<file path="src/rtl/acorn_pkg.sv">
// Shared constants, FSM encoding and boolean helpers for the ACORN-128 datapath.
package acorn_pkg;

  localparam int unsigned STATE_W    = 293;
  localparam int unsigned INIT_STEPS = 1792;
  localparam int unsigned KEY_W      = 128;
  localparam int unsigned CNT_W      = 11;

  // Feedback positions updated (in this order) at the start of every step
  localparam int unsigned FB_A = 289;
  localparam int unsigned FB_B = 230;
  localparam int unsigned FB_C = 193;
  localparam int unsigned FB_D = 154;
  localparam int unsigned FB_E = 107;
  localparam int unsigned FB_F = 61;

  typedef enum logic [1:0] {
    IDLE = 2'd0,
    RUN  = 2'd1,
    DONE = 2'd2
  } init_state_t;

  function automatic logic maj(input logic x, input logic y, input logic z);
    return (x & y) ^ (x & z) ^ (y & z);
  endfunction

  function automatic logic ch(input logic x, input logic y, input logic z);
    return (x & y) ^ (~x & z);
  endfunction

  // Init message bit for a step: IV during steps 128..255, key otherwise, with the
  // key bit inverted at step 256 (the single padding '1').
  function automatic logic msg_bit(input logic [KEY_W-1:0] key,
                                   input logic [KEY_W-1:0] iv,
                                   input logic [CNT_W-1:0] step);
    logic w_iv_phase;
    logic w_pad;
    w_iv_phase = (step[CNT_W-1:7] == 4'd1);
    w_pad      = (step == CNT_W'(256));
    return (w_iv_phase ? iv[step[6:0]] : key[step[6:0]]) ^ w_pad;
  endfunction

endpackage

</file>
<file path="src/rtl/acorn_step.sv">
// One combinational ACORN-128 state-update step; reused by encryption/finalization.
module acorn_step
  import acorn_pkg::*;
(
  input  logic [STATE_W-1:0] i_s,
  input  logic               i_m,
  input  logic               i_ca,
  input  logic               i_cb,
  output logic [STATE_W-1:0] o_s_next,
  output logic               o_ks
);

  logic [STATE_W-1:0] w_u;
  logic               w_f;

  // Sequential in-place feedback updates, keystream, feedback bit, then shift
  always_comb begin
    w_u       = i_s;
    w_u[FB_A] = w_u[FB_A] ^ w_u[235] ^ w_u[FB_B];
    w_u[FB_B] = w_u[FB_B] ^ w_u[196] ^ w_u[FB_C];
    w_u[FB_C] = w_u[FB_C] ^ w_u[160] ^ w_u[FB_D];
    w_u[FB_D] = w_u[FB_D] ^ w_u[111] ^ w_u[FB_E];
    w_u[FB_E] = w_u[FB_E] ^ w_u[66]  ^ w_u[FB_F];
    w_u[FB_F] = w_u[FB_F] ^ w_u[23]  ^ w_u[0];
    o_ks      = w_u[12] ^ w_u[FB_D]
              ^ maj(w_u[235], w_u[FB_F], w_u[FB_C])
              ^ ch(w_u[FB_B], w_u[111], w_u[66]);
    w_f       = w_u[0] ^ ~w_u[FB_E] ^ maj(w_u[244], w_u[23], w_u[160])
              ^ (i_ca & w_u[196]) ^ (i_cb & o_ks) ^ i_m;
    o_s_next  = {w_f, w_u[STATE_W-1:1]};
  end

endmodule

</file>
<file path="src/rtl/acorn_init128.sv">
// ACORN-128 key/IV initialization: 1792 steps, UNROLL steps per clock.
module acorn_init128
  import acorn_pkg::*;
#(
  parameter int unsigned UNROLL = 1  // 1, 2, 4, 8 or 16
) (
  input  logic               clk,
  input  logic               rst_n,
  input  logic               start,
  input  logic [KEY_W-1:0]   key,
  input  logic [KEY_W-1:0]   iv,
  output logic               busy,
  output logic               done,
  output logic               state_valid,
  output logic [STATE_W-1:0] state_out
);

  localparam int unsigned LAST_T = INIT_STEPS - UNROLL;

  init_state_t        r_state;
  init_state_t        w_state_nxt;
  logic               r_busy;
  logic               r_done;
  logic               r_valid;
  logic               w_busy_nxt;
  logic               w_done_nxt;
  logic               w_valid_nxt;
  logic               w_load;
  logic               w_last;

  logic [KEY_W-1:0]   r_key;
  logic [KEY_W-1:0]   r_iv;
  logic [CNT_W-1:0]   r_t;
  logic [STATE_W-1:0] r_s;

  logic [STATE_W-1:0] w_chain [UNROLL+1];
  logic [UNROLL-1:0]  w_ks_unused;

  assign w_last = (r_t == CNT_W'(LAST_T));
  assign w_load = start && (r_state != RUN);

  // State register and registered handshake outputs
  always_ff @(posedge clk or negedge rst_n) begin
    if (!rst_n) begin
      r_state <= IDLE;
      r_busy  <= 1'b0;
      r_done  <= 1'b0;
      r_valid <= 1'b0;
    end else begin
      r_state <= w_state_nxt;
      r_busy  <= w_busy_nxt;
      r_done  <= w_done_nxt;
      r_valid <= w_valid_nxt;
    end
  end

  // Next-state logic
  always_comb begin
    w_state_nxt = r_state;
    case (r_state)
      IDLE:    if (start)  w_state_nxt = RUN;
      RUN:     if (w_last) w_state_nxt = DONE;
      DONE:    if (start)  w_state_nxt = RUN;
      default: w_state_nxt = IDLE;
    endcase
  end

  // Output decode: next values of the registered handshake outputs
  always_comb begin
    w_busy_nxt  = (w_state_nxt == RUN);
    w_done_nxt  = (r_state == RUN) && w_last;
    w_valid_nxt = (w_state_nxt == DONE);
  end

  // UNROLL chained steps, each with its own message bit
  assign w_chain[0] = r_s;
  for (genvar l = 0; l < UNROLL; l++) begin : g_lane
    logic w_m;
    assign w_m = msg_bit(r_key, r_iv, r_t + CNT_W'(l));
    acorn_step u_step (
      .i_s      (w_chain[l]),
      .i_m      (w_m),
      .i_ca     (1'b1),
      .i_cb     (1'b1),
      .o_s_next (w_chain[l+1]),
      .o_ks     (w_ks_unused[l])
    );
  end

  // Datapath: latch key/IV and clear on accepted start, advance one batch per RUN cycle
  always_ff @(posedge clk or negedge rst_n) begin
    if (!rst_n) begin
      r_key <= '0;
      r_iv  <= '0;
      r_t   <= '0;
      r_s   <= '0;
    end else if (w_load) begin
      r_key <= key;
      r_iv  <= iv;
      r_t   <= '0;
      r_s   <= '0;
    end else if (r_state == RUN) begin
      r_t   <= r_t + CNT_W'(UNROLL);
      r_s   <= w_chain[UNROLL];
    end
  end

  assign busy        = r_busy;
  assign done        = r_done;
  assign state_valid = r_valid;
  assign state_out   = r_s;

endmodule
</file>
<file path="config.mk">
export PLATFORM = sky130hd
export DESIGN_NAME = acorn_init128
export DESIGN_NICKNAME = d
export VERILOG_FILES = /design/src/rtl/acorn_pkg.sv /design/src/rtl/acorn_step.sv /design/src/rtl/acorn_init128.sv
export SDC_FILE = /design/constraint.sdc
export NUM_CORES = 1
export LEC_CHECK = 0
export CAP_MARGIN = 40
export CORE_MARGIN = 2
export CORE_UTILIZATION = 40
export DETAILED_ROUTE_END_ITERATION = 10
export PLACE_DENSITY = 0.64
export SETUP_SLACK_MARGIN = 0.15
export SYNTH_ARGS = -nofsm -noshare
export SYNTH_HDL_FRONTEND = slang
export SYNTH_HIERARCHICAL = 1
export SYNTH_SLANG_ARGS = --single-unit
</file>
<file path="constraint.sdc">
create_clock -name clk -period 3.1 [get_ports clk]
set_input_delay 0.62 -clock clk [delete_from_list [all_inputs] [get_ports clk]]
set_output_delay 0.62 -clock clk [all_outputs]
set_load 0.005 [all_outputs]
</file>
# Yosys cells after proc, flatten, opt, wreduce, memory -nomap -nowiden
# Index checks and enable logic that the tools add are counted.
# totals
register_bits	565
n_memories	0
out_inout_bits	296
latchBits	0
inputBits	259
mem_bits_rw	0
romBits	0
# classes
eq_ne	8
n_mux	12
addsub	1
shift	0
order_cmp	1
n_bitwise	36
reduce_logical	5
mul	0
div	0
# op_table
op	count
$mux 293	2
$xor 1x1->1	26
$mux 11	2
$bmux 1 s7	2
$add 11x1->11 const B	1
$eq 11x11->1 const B	1
$eq 11x9->1 const B	1
$and 1x1->1	8
$lt 7x8->1 const B	1
$eq 2x1->1 const B	2
$eq 2x2->1 const B	2
$eq 4x1->1 const B	1
$mux 2	2
$pmux 2 s2	1
$mux 1	3
$logic_and 1x1->1	2
$logic_not 2->1	1
$ne 2x1->1 const B	1
$not 1->1	2
$reduce_bool 2->1	1
$reduce_or 2->1	1

# Logic depth before layout (Yosys ltp)
# logic_depth
ltp_word	11
depth_mapped	20

# Hierarchy
# The synthesis kept the hierarchy.
# modules_own_cells
module	area_per_inst_um2	seq_area_each_um2	instances	cells_each
acorn_init128	26729.4	14138.6	1	2392
acorn_step	2423.6	0.0	1	312

# Least setup slack after synthesis
# Ideal clock, no wire load.
# synth_path
path_kind	reg2reg
start	reg r_t[0]
end	reg r_s[292], in the netlist state_out[292]
stages_incl_launch_ff	21
path_slack_ps	-190
period_less_slack_ps	3290
required_ps	2983
setup_ps	117
t_arrival_ps	3173
path_cell_list	dfrtp_1 -> buf_6 -> buf_4 -> buf_4 -> buf_2 -> mux2i_1 -> nand3_1 -> o211ai_1 -> o21ai_0 -> a31oi_1 -> nand4b_1 -> a31oi_1 -> xor2_1 -> xor2_1 -> xnor2_1 -> xnor2_1 -> xnor2_1 -> xnor2_1 -> buf_4 -> nand2_1 -> nand2_1
# synth_between
elab_chain_len	7
elab_cells_between_ends	10
cone_classes	eq/ne (1); mux (7); bitwise (2)
# synth_rtl
item	line	rtl
from (decl)	acorn_init128.sv:33	logic [CNT_W-1:0] r_t;
from (signal assigned)	acorn_init128.sv:103	r_t <= r_t + CNT_W'(UNROLL);
$bmux 1 s7	acorn_pkg.sv:40	return (w_iv_phase ? iv[step[6:0]] : key[step[6:0]]) ^ w_pad;
$mux 1 (implied by the code)	acorn_pkg.sv:40	
$mux 1	acorn_pkg.sv:40	
$xor 1x1->1 *	acorn_pkg.sv:40	
via g_lane[0].w_m	acorn_init128.sv:78	logic w_m;
$xor 1x1->1 *	acorn_step.sv:29	^ (i_ca & w_u[196]) ^ (i_cb & o_ks) ^ i_m;
via g_lane[0].u_step.w_f	acorn_step.sv:14	logic w_f;
$mux 293 *	acorn_init128.sv:102	end else if (r_state == RUN) begin
$mux 293 *	acorn_init128.sv:97	end else if (w_load) begin
to (signal assigned)	acorn_init128.sv:104	r_s <= w_chain[UNROLL];
to (decl)	acorn_init128.sv:34	logic [STATE_W-1:0] r_s;
# Mark *: on every way through the listed nets, which the timed path passes. The rest lies on a longest branch. The select of a mux whose other input is x is not followed.
# A chain may end at the register's enable or synchronous reset.

==> summary.txt <==
Run status
  – Status: complete, but fails checks
  – Failing checks: setup timing

Power
  – Leak: 15.72 nW
  – Peak supply drop: 521.2 uV
  – Total Power: 32.48 mW
  – Power density over cell area: 954.7 nW/um^2

Drt
  – Post-DR wirelength/cell: 20.12 microns
  – Number of nets still failing antenna checks after routing: 0
  – DRC Markers: 0
  – Routed vias/inst: 4.982
  – First drt pass iteration count: 7
  – Vias post-DR: 18350
  – DR iter-0 viols: 1320
  – WL final: 74.11 mm

Setup path
  – CP arrival: 4120 ps
  – R2R depth: 18
  – CP Depth: 18
  – Crit-path most repeated cell: xnor2_1
  – Crit path max-delay family: XOR/XNOR gates
  – Worst EP required: 3650 ps
  – CP Cell Sequence: buf_12 > buf_8 > mux4_2 > nand3_2 > o21ai_1 > or4_4 > nand4b_1 > o32ai_2 > a31oi_1 > xor2_1 > buf_4 > xor2_1 > xnor2_1 > xnor2_1 > xnor2_1 > xnor2_1 > nand2_1 > nand2_1
  – Startpoint class of the critical path: flip-flop
  – Critical-path top delay cell: dfrtp_4
  – Critical Path Max Stage Delay: 530 ps
  – Crit Path Max Fanout: 6
  – Buf/Inv on CP: 3
  – Setup CP Type: flip-flop to flip-flop
  – CP Capture Type: flip-flop

Global route
  – Pin count of the biggest net entering global routing: 299
  – Met1 Use GR: 0.2429
  – Grt ovf: 0
  – Initial antenna violation count: 1
  – Vias in the first global route: 18740
  – Met3 Use GR: 0.04361
  – All-layer global routing usage: 0.1936
  – Busiest layer in global routing: met2
  – Met2 Usage GRT: 0.3214
  – First-pass GRT wire length: 112.7 mm

STA
  – Period utilisation layout: 1.152
  – Fmax: 280.0 MHz
  – Final worst slack: -471.9 ps
  – Minimum clock period: 3572 ps
  – Rel. slew slack: 0.09284
  – Count of final setup violators: 1
  – Post-Route Skew: 11.36 ps
  – RSZ-0062 raised after global routing: yes
  – Max-slew violation count: 0
  – Final Hold Vio Count: 0
  – Least-Margin Pin Slew: 1361 ps

Placed design
  – Dpl ws: -698.6 ps
  – HPWL after detailed placement: 53.26 mm
  – GP Congestion: 0.8441
  – Port Buffers: 554

Min path
  – Hold Path Class: flip-flop to flip-flop
  – Hold Path Depth: 2

Finish
  – Multi-input logic area: 10020 sq um
  – Register Area: 14140 sq um
  – Final Util: 0.4735
  – Layout cells sized above 1: 0.1900
  – Fillcell total: 6426
  – Area Overhead vs Synth: 16.75%
  – Total Nets Final: 2943

Floorplan
  – Site Rows: 98
  – Initial core utilization: 0.4056
  – Core area: 71850 sq um
  – Die H: 273.9 microns
  – Die W: 273.9 microns
  – Ports: 555
  – Die area: 75030 sq um

Clock tree
  – Clock sink total: 565
  – Clock Latency Late Sink: 610 ps
  – CTS root buf: clkbuf_16
  – Worst-path clk slew: 60 ps
  – CTS Buffer Depth: 3
  – Total number of H-tree levels: 2
  – Total CTS buffers: 61
  – CTS tree: done

Synthesis
  – Mean Syn Cell Area: 10.78 sq um
  – Ys Warns: 6
  – Mapped Cells: 2703
  – Post-Syn Area: 29140 sq um

Run
  – MaxCap Viol Count: 0
-- worst paths after layout --
kind | startpoint | endpoint | slack (ps)
worst max-delay path | r_t[0] | state_out[292] | -470
worst min-delay path | state_out[216] | state_out[215] | 490
worst max register to register | r_t[0] | state_out[292] | -470
worst min register to register | state_out[216] | state_out[215] | 490
max in group asynchronous | rst_n | r_iv[83] | 1490
min in group asynchronous | rst_n | state_out[8] | 600
-- power breakdown --
group | total [mW] | switching (mW) | internal [mW]
Sequential | 12.9 | 2.56 | 10.3
Clock | 7.62 | 3.03 | 4.59
Combinational | 12.0 | 4.85 | 7.13
-- flip-flops by register name, indices dropped and copies added, names as in the netlist --
register / count
r_state: 2
busy: 1
r_iv: 128
r_t: 11
done: 1
state_out: 293
r_key: 128
state_valid: 1
-- worst register-to-register path: stages (launching register included) --
cell and delay (ps):
dfrtp_4 530, buf_12 160, buf_8 110, mux4_2 500, nand3_2 80, o21ai_1 60, or4_4 440, nand4b_1 130
o32ai_2 100, a31oi_1 200, xor2_1 170, buf_4 140, xor2_1 160, xnor2_1 160, xnor2_1 150, xnor2_1 150
xnor2_1 140, nand2_1 70, nand2_1 70
-- cell usage in the layout (no fill, tap or decap), types with 3 or more instances in the layout --
master	n
nand3_1	19
nand2b_1	5
mux2_2	260
dfrtp_1	562
inv_1	5
mux4_2	47
clkdlybuf4s50_1	552
nand2_1	609
o211ai_1	3
xnor2_1	10
conb_1	3
nor2_1	13
nand4_1	5
a21oi_1	5
clkbuf_16	63
a22oi_1	11
buf_12	18
mux2i_1	42
clkinv_2	9
inv_6	3
mux4_1	3
xor2_1	3
clkbuf_8	12
clkinvlp_4	3
nand3b_1	294
o21ai_1	4
o21ai_0	12
nor2b_1	4
buf_4	73
a31oi_1	6
clkbuf_1	14
bufinv_16	7
-- layout make-up --
type / count / area share
antenna: 1 / 0.00007355
clock buffer: 89 / 0.05273
clock inverter: 24 / 0.009524
inverter: 6 / 0.0006619
multi-input combinational: 1399 / 0.2946
sequential: 565 / 0.4157
tap: 950 / 0.03493
timing repair buffer: 649 / 0.1917
-- per-layer routing --
| layer | part of all wire | up-vias |
|---|---|---|
| met1 | 0.41 | 9224 |
| met4 | 0.042 | 0 |
| li1 | - | 8372 |
| met2 | 0.49 | 611 |
| met3 | 0.064 | 140 |
| met5 | 0 | - |
-- repair_timing --
item / in CTS / in global routing
pin swaps: 9 / 2
setup buffers: 1 / 0
endpoints found under the setup margin: 1 / 1
gates resized for setup: 10 / 2
hold buffers: 1 / 0
hold endpoints to repair: 8 / 0
-- per-stage QoR --
stage | area (sq um) | setup TNS (ps) | hold slack [ps] | std cells
4_1_cts | 34020 | -494.3 | 491.6 | 3682
6_report | 34030 | -471.9 | 491.4 | 3683
3_5_place_dp | 31830 | -698.6 | 478.4 | 3567
5_1_grt | 34030 | -724.9 | 514.7 | 3683
2_1_floorplan | 29160 | -85.47 | 324.4 | 2705
3_3_place_gp | 31810 | -689.4 | 474.2 | 3566
Power figures use the tool's default switching activity.
